--- src/rtl/sqrt_seq_ctrl.sv ---
// Square-root stage sequencer for the Box-Muller AWGN datapath: serial leading-zero scan,
// range reduction, coefficient fetch, shared-multiplier c1*f + c0. Optional counters: SQRT_SEQ_CTRL_PERF_EN.
module sqrt_seq_ctrl #(
    parameter int X_W     = 31,
    parameter int F_W     = 21,
    parameter int COEF_AW = 6
) (
    input  logic               clk,
    input  logic               rst_n,
`ifdef SQRT_SEQ_CTRL_PERF_EN
    output logic [15:0]        perf_ops,
    output logic [15:0]        perf_stall,
`endif
    input  logic               in_valid,
    output logic               in_ready,
    input  logic [X_W-1:0]     in_x,
    output logic [5:0]         rr_exp_f,
    output logic [5:0]         rr_lzd,
    output logic [F_W-1:0]     rr_y_f,
    input  logic [F_W-1:0]     rr_f_temp,
    output logic [COEF_AW-1:0] coef_addr,
    input  logic [F_W-1:0]     coef_c1,
    input  logic [F_W-1:0]     coef_c0,
    output logic               mul_req,
    input  logic               mul_gnt,
    output logic [F_W-1:0]     mul_a,
    output logic [F_W-1:0]     mul_b,
    input  logic               mul_ack,
    input  logic [2*F_W-1:0]   mul_p,
    output logic               out_valid,
    input  logic               out_ready,
    output logic [F_W-1:0]     out_f,
    output logic [5:0]         out_exp,
    output logic               busy
);

    typedef enum logic [2:0] {
        S_IDLE, S_SCAN, S_RANGE, S_REQ, S_WAIT, S_ACC, S_ZERO, S_OUT
    } state_t;

    localparam logic [5:0] LZD_LAST = 6'(X_W - 1);

    state_t           state;
    logic [X_W-1:0]   x_reg;
    logic [5:0]       lzd;
    logic [F_W-1:0]   f_reg;
    logic [F_W-1:0]   c0_reg;
    logic [F_W:0]     p_hi;
    logic [F_W+1:0]   acc_sum;
    logic [F_W-1:0]   acc_sat;
    logic             unused_p_lsb;

    // Product is Q2.(2F-2); only the bits at and above the binary point of f feed the sum.
    assign unused_p_lsb = &{1'b0, mul_p[F_W-2:0]};
    assign acc_sum      = {1'b0, p_hi} + {2'b00, c0_reg};
    assign acc_sat      = (acc_sum[F_W+1:F_W] != 2'b00) ? {F_W{1'b1}} : acc_sum[F_W-1:0];

    // NOTE: operands come straight from the combinational ROM so they are valid in the
    // very first REQ cycle; gating to zero outside REQ keeps them quiet on the shared bus.
    assign mul_a = (state == S_REQ) ? coef_c1 : '0;
    assign mul_b = (state == S_REQ) ? f_reg   : '0;

    // NOTE: every register here is plain flop state (no memories), so all of it is cleared
    // by reset; non-blocking assignments keep next-state reads using the old values.
    always_ff @(posedge clk or negedge rst_n) begin
        if (!rst_n) begin
            state     <= S_IDLE;
            in_ready  <= 1'b1;
            busy      <= 1'b0;
            mul_req   <= 1'b0;
            out_valid <= 1'b0;
            x_reg     <= '0;
            lzd       <= '0;
            rr_lzd    <= '0;
            rr_exp_f  <= '0;
            rr_y_f    <= '0;
            f_reg     <= '0;
            coef_addr <= '0;
            c0_reg    <= '0;
            p_hi      <= '0;
            out_f     <= '0;
            out_exp   <= '0;
        end else begin
            case (state)
                S_IDLE: begin
                    if (in_valid && in_ready) begin
                        x_reg    <= in_x;
                        lzd      <= '0;
                        in_ready <= 1'b0;
                        busy     <= 1'b1;
                        state    <= S_SCAN;
                    end
                end
                S_SCAN: begin
                    if (x_reg[X_W-1]) begin
                        rr_lzd   <= lzd;
                        rr_exp_f <= 6'd31 - lzd;
                        rr_y_f   <= x_reg[X_W-1 -: F_W];
                        state    <= S_RANGE;
                    end else begin
                        x_reg <= x_reg << 1;
                        lzd   <= lzd + 6'd1;
                        // The last shift of an all-zero operand ends the scan.
                        if (lzd == LZD_LAST) state <= S_ZERO;
                    end
                end
                S_RANGE: begin
                    f_reg     <= rr_f_temp;
                    coef_addr <= rr_f_temp[F_W-1 -: COEF_AW];
                    mul_req   <= 1'b1;
                    state     <= S_REQ;
                end
                S_REQ: begin
                    c0_reg <= coef_c0;
                    if (mul_gnt) begin
                        mul_req <= 1'b0;
                        state   <= S_WAIT;
                    end
                end
                S_WAIT: begin
                    if (mul_ack) begin
                        p_hi  <= mul_p[2*F_W-1 -: F_W+1];
                        state <= S_ACC;
                    end
                end
                S_ACC: begin
                    out_f     <= acc_sat;
                    out_exp   <= rr_exp_f >> 1;
                    out_valid <= 1'b1;
                    state     <= S_OUT;
                end
                S_ZERO: begin
                    out_f     <= '0;
                    out_exp   <= '0;
                    out_valid <= 1'b1;
                    state     <= S_OUT;
                end
                S_OUT: begin
                    if (out_ready) begin
                        out_valid <= 1'b0;
                        in_ready  <= 1'b1;
                        busy      <= 1'b0;
                        state     <= S_IDLE;
                    end
                end
                default: state <= S_IDLE;
            endcase
        end
    end

`ifdef SQRT_SEQ_CTRL_PERF_EN
    always_ff @(posedge clk or negedge rst_n) begin
        if (!rst_n) begin
            perf_ops   <= '0;
            perf_stall <= '0;
        end else begin
            if (out_valid && out_ready && perf_ops != 16'hFFFF)
                perf_ops <= perf_ops + 16'd1;
            if (state == S_REQ && !mul_gnt && perf_stall != 16'hFFFF)
                perf_stall <= perf_stall + 16'd1;
        end
    end
`endif

endmodule

--- config.mk ---
export PLATFORM = sky130hd
export DESIGN_NAME = sqrt_seq_ctrl
export DESIGN_NICKNAME = d
export VERILOG_FILES = /design/src/rtl/sqrt_seq_ctrl.sv
export SDC_FILE = /design/constraint.sdc
export NUM_CORES = 1
export LEC_CHECK = 0
export BUFFER_PORTS_ARGS = -buffer_cell sky130_fd_sc_hd__buf_2
export CAP_MARGIN = 25
export CORE_ASPECT_RATIO = 1.2
export CORE_MARGIN = 10
export CORE_UTILIZATION = 46
export DETAILED_ROUTE_END_ITERATION = 16
export PLACE_DENSITY = 0.76
export SLEW_MARGIN = 20
export SYNTH_ARGS = -nofsm -noshare
export SYNTH_HDL_FRONTEND = slang
export SYNTH_SLANG_ARGS = --single-unit
--- constraint.sdc ---
create_clock -name clk -period 2.71 [get_ports clk]
set_input_delay 0.1355 -clock clk [delete_from_list [all_inputs] [get_ports clk]]
set_output_delay 0.1355 -clock clk [all_outputs]
set_load 0.05 [all_outputs]
==> impl_results.md <==
- Clk network pwr share: around half
- Post-synth EDFFs: 0
- Grt ovf: 0
- Synth Flop Type: dfrtp_1
- Die Y: roughly 160 um
- DR WL/cell: ~18 um
- Setup crit end kind: flop
- Comb pwr share: 4.8%
- Vias: slightly above 7000
- Largest register FFs: 31
- Placed cell area: between 0.009 and 0.01 mm^2
- Final setup fails: 0
- Fin nets: 1260
- Largest net degree at the start of global routing: 85
- Register bit count reported by yosys: between 150 and 200
- Max-slew violation count: 0
- DR iter-0 viols: 490
- Cell count after synthesis: ~760
- Cell area after synthesis: 0.00792 mm^2
- Total of max-cap violations: 0
- Post-synthesis sequential area ratio: a little over half
- Detailed Place HPWL: between 15000 and 20000 um
- Rel. slew slack: 44.6%
- Layout Skew: roughly 0.012 ns
- FMAX: 376 MHz
- Routability congestion estimate: between 0.8 and 0.9
- Post-Syn Nets: 927
- Clock sink count: between 150 and 200
- Largest stage delay on the critical path: 0.38 ns
- Syn avg cell area: around 10 um^2
- Post-detailed-routing wire length: 24400 um
- Hold path startpoint: mul_gnt
- Run status: finished, final reports clean
- CP max-delay cell: dfrtp_1
- Pint: just over 4 mW
- Crit Path Class: reg2reg
- Area growth syn-to-layout: 40.6%
- Area of the die: ~0.023 mm^2
- GR Layer Usage met1: between 20% and 30%
- Sw power: around 1.2 mW
- Layout cells sized above 1: around a third
- Final Util: 65.9%
- Core area: between 0.015 and 0.02 mm^2
- Most Crowded Layer GR: met2
- Crit start category: flop
- Final ANT Viol Nets: 0
- Minimum clock period: approximately 2.7 ns
- Seq pwr share: 46.1%
- Crit path max fanout: 16
- TritonCTS clock tree: built
- Synth cell types: 51
- Final hold viol count: 0
- First-pass GRT wire length: around 39000 um
- Cell Rows: 52
- TritonRoute pass-1 iters: 5
- Total power: approximately 5.4 mW
- Top Ports: ~250
- CP arrival: around 3.0 ns
- RSZ-0062 raised after global routing: yes
- Worst hold path type: in2reg
- Clk buf depth: 2
- Max IR drop VDD: 0.399 mV
- Met2 Track Usage GR: a little under two fifths
- Lkg Pwr: 6.04 nW
- Residual DRC: 0
- Pre-CTS setup slack: -0.000870 ns
- Crit Reg-Reg Startpoint: c0_reg[0]
- CTS H-tree depth: 4
- Power Density: 481 mW/mm^2
- FF-to-FF setup slack: 0.05 ns
- Root buf cell: clkbuf_16
- Tot GR Track Use: between 20% and 30%
- Via count of the first global-routing pass: roughly 7600
- Die W: 140 um
- Worst-path clk slew: about 0.070 ns
- IO buf count: 232
- Initial Utilization: 46.8%
- Initial antenna violation count: 3
- Worst slew pin tran: between 0.8 and 0.9 ns
- Crit path launch: c0_reg[0]
- Final WS setup: 0.0471 ns
- Ys async rst share: 100%
- Cells along the critical path: ha_2, buf_4, a211oi_4, nor2_2, o31ai_2, a21oi_2, o32a_1, o31a_1, buf_12, a221o_1
- TNS Setup: 0 ns
- Met3 Use GR: a little under 6%
- Via/cell ratio: between 5 and 6
- Yosys warns: 0
- Fin area: around 0.011 mm^2
- Switch share: about 23%
- Skew-Pair Late Insertion Delay: between 0.4 and 0.5 ns
- Worst path required time: slightly above 3 ns
- CTS buffer count: 17
- Period utilisation layout: between 90% and 100%
[power groups by stage]
stage	clock network, mW	registers, mW	logic [mW]
after global routing	2.76	2.47	0.284
after global placement	0	2.52	0.145
after CTS	2.67	2.48	0.258
after floorplan	0	2.52	0.00582
final	2.63	2.48	0.259
after detailed placement	0	2.52	0.147
[stage by stage]
step	hold WS (ns)	instances
after floorplan	-0.160	761
after global placement	0.236	1193
after detailed placement	0.247	1193
after CTS	0.00393	1321
after global routing	0.0319	1325
final	0.0113	1327
[worst max-delay path, delay by kind of cell, from the launching register on]
kind            cells  cell delay [ns]
flops               1             0.38
compound gates      6             1.57
buf+inv             2             0.31
simple gates        1             0.08
fa+ha+maj           1             0.21
[final cells by class]
class | count | area (um^2)
antenna | 4 | 10.0
multi-input combinational | 536 | 3580
sequential | 166 | 4160
timing repair buffer | 363 | 2460
inverter | 10 | 37.5
clock inverter | 14 | 204
clock buffer | 18 | 429
tap | 216 | 270
fill | 1269 | 5770
[final timing paths]
| kind | end | depth (start not counted) |
|---|---|---|
| max in group asynchronous | c0_reg[16] | 3 |
| max | out_f[7] | 10 |
| min in group asynchronous | f_reg[1] | 2 |
| max reg2reg | out_f[7] | 10 |
| min reg2reg | rr_y_f[20] | 1 |
| min | mul_req | 3 |
[cell usage after synthesis (2+ instances only)]
| library cell | n | area [um^2] |
|---|---|---|
| a221o_1 | 21 | 210 |
| inv_1 | 10 | 37.5 |
| clkbuf_1 | 33 | 124 |
| xor2_1 | 10 | 87.6 |
| nor2_1 | 29 | 109 |
| o21a_1 | 6 | 45.0 |
| o31a_1 | 2 | 17.5 |
| xnor2_1 | 11 | 96.3 |
| nor2b_1 | 3 | 18.8 |
| o31ai_1 | 3 | 22.5 |
| nand3_1 | 4 | 20.0 |
| ha_1 | 23 | 288 |
| buf_6 | 2 | 22.5 |
| and2_1 | 43 | 269 |
| buf_4 | 8 | 60.1 |
| nor3_1 | 6 | 30.0 |
| nand2b_1 | 5 | 31.3 |
| nand3b_1 | 2 | 15.0 |
| nand2_1 | 169 | 634 |
| nand4_1 | 5 | 31.3 |
| a21oi_1 | 29 | 145 |
| o41ai_1 | 2 | 17.5 |
| a21o_1 | 7 | 52.6 |
| o211ai_1 | 2 | 15.0 |
| a31oi_1 | 3 | 18.8 |
| a22oi_1 | 29 | 218 |
| and3_1 | 2 | 12.5 |
| a211oi_1 | 4 | 30.0 |
| a22o_1 | 6 | 52.6 |
| o21ai_0 | 29 | 145 |
| dfrtp_1 | 165 | 4130 |
| mux2_2 | 63 | 709 |
| or3_1 | 3 | 18.8 |
| buf_2 | 3 | 15.0 |
| buf_1 | 3 | 11.3 |
[logic make-up (layout without fill, tap and decap cells)]
family,Yosys count,count (layout),share of synthesized area (%)
buf+inv,59,405,3.41
mux,63,63,8.95
simple gates,274,274,15.3
fa+ha+maj,24,24,3.88
compound gates,153,153,13.6
flops,166,166,52.4
xor+xnor,21,21,2.32
other cells,1,5,0.0473
[layout by cell type, fill, tap and decap left out, types with 3 or more instances in the layout]
master	synthesis	routed
buf_2	3	231
nand2_1	169	169
dfrtp_1	165	164
dlygate4sd3_1	0	96
mux2_2	63	63
and2_1	43	43
a22oi_1	29	29
buf_4	8	29
o21ai_0	29	28
a21oi_1	29	28
nor2_1	29	25
a221o_1	21	21
ha_1	23	21
clkbuf_16	0	17
xnor2_1	11	11
xor2_1	10	10
inv_1	10	9
a21o_1	7	7
a22o_1	6	6
o21a_1	6	6
nand2b_1	5	5
nand4_1	5	5
inv_6	0	5
buf_12	0	5
diode_2	0	4
nor3_1	6	4
a211oi_1	4	4
inv_8	0	4
nor2_2	0	3
nor2b_1	3	3
a31oi_1	3	3
nand3_1	4	3
bufinv_16	0	3
[timing repair]
action	CTS	global route
hold buffers	96	0
pin swaps	0	4
hold endpoints to repair	175	0
setup endpoints to repair	3	25
gates cloned	0	0
resized for setup	1	15
buffers inserted	0	2
[per-layer routing]
metal	wire [um]	part of all wire, %	vias to the layer above
li1	-	-	3323
met1	9350	38	3475
met2	12700	52	291
met3	1720	7.0	55
met4	635	2.6	2
met5	7	0.029	-
(Power assumes the default switching activity.)
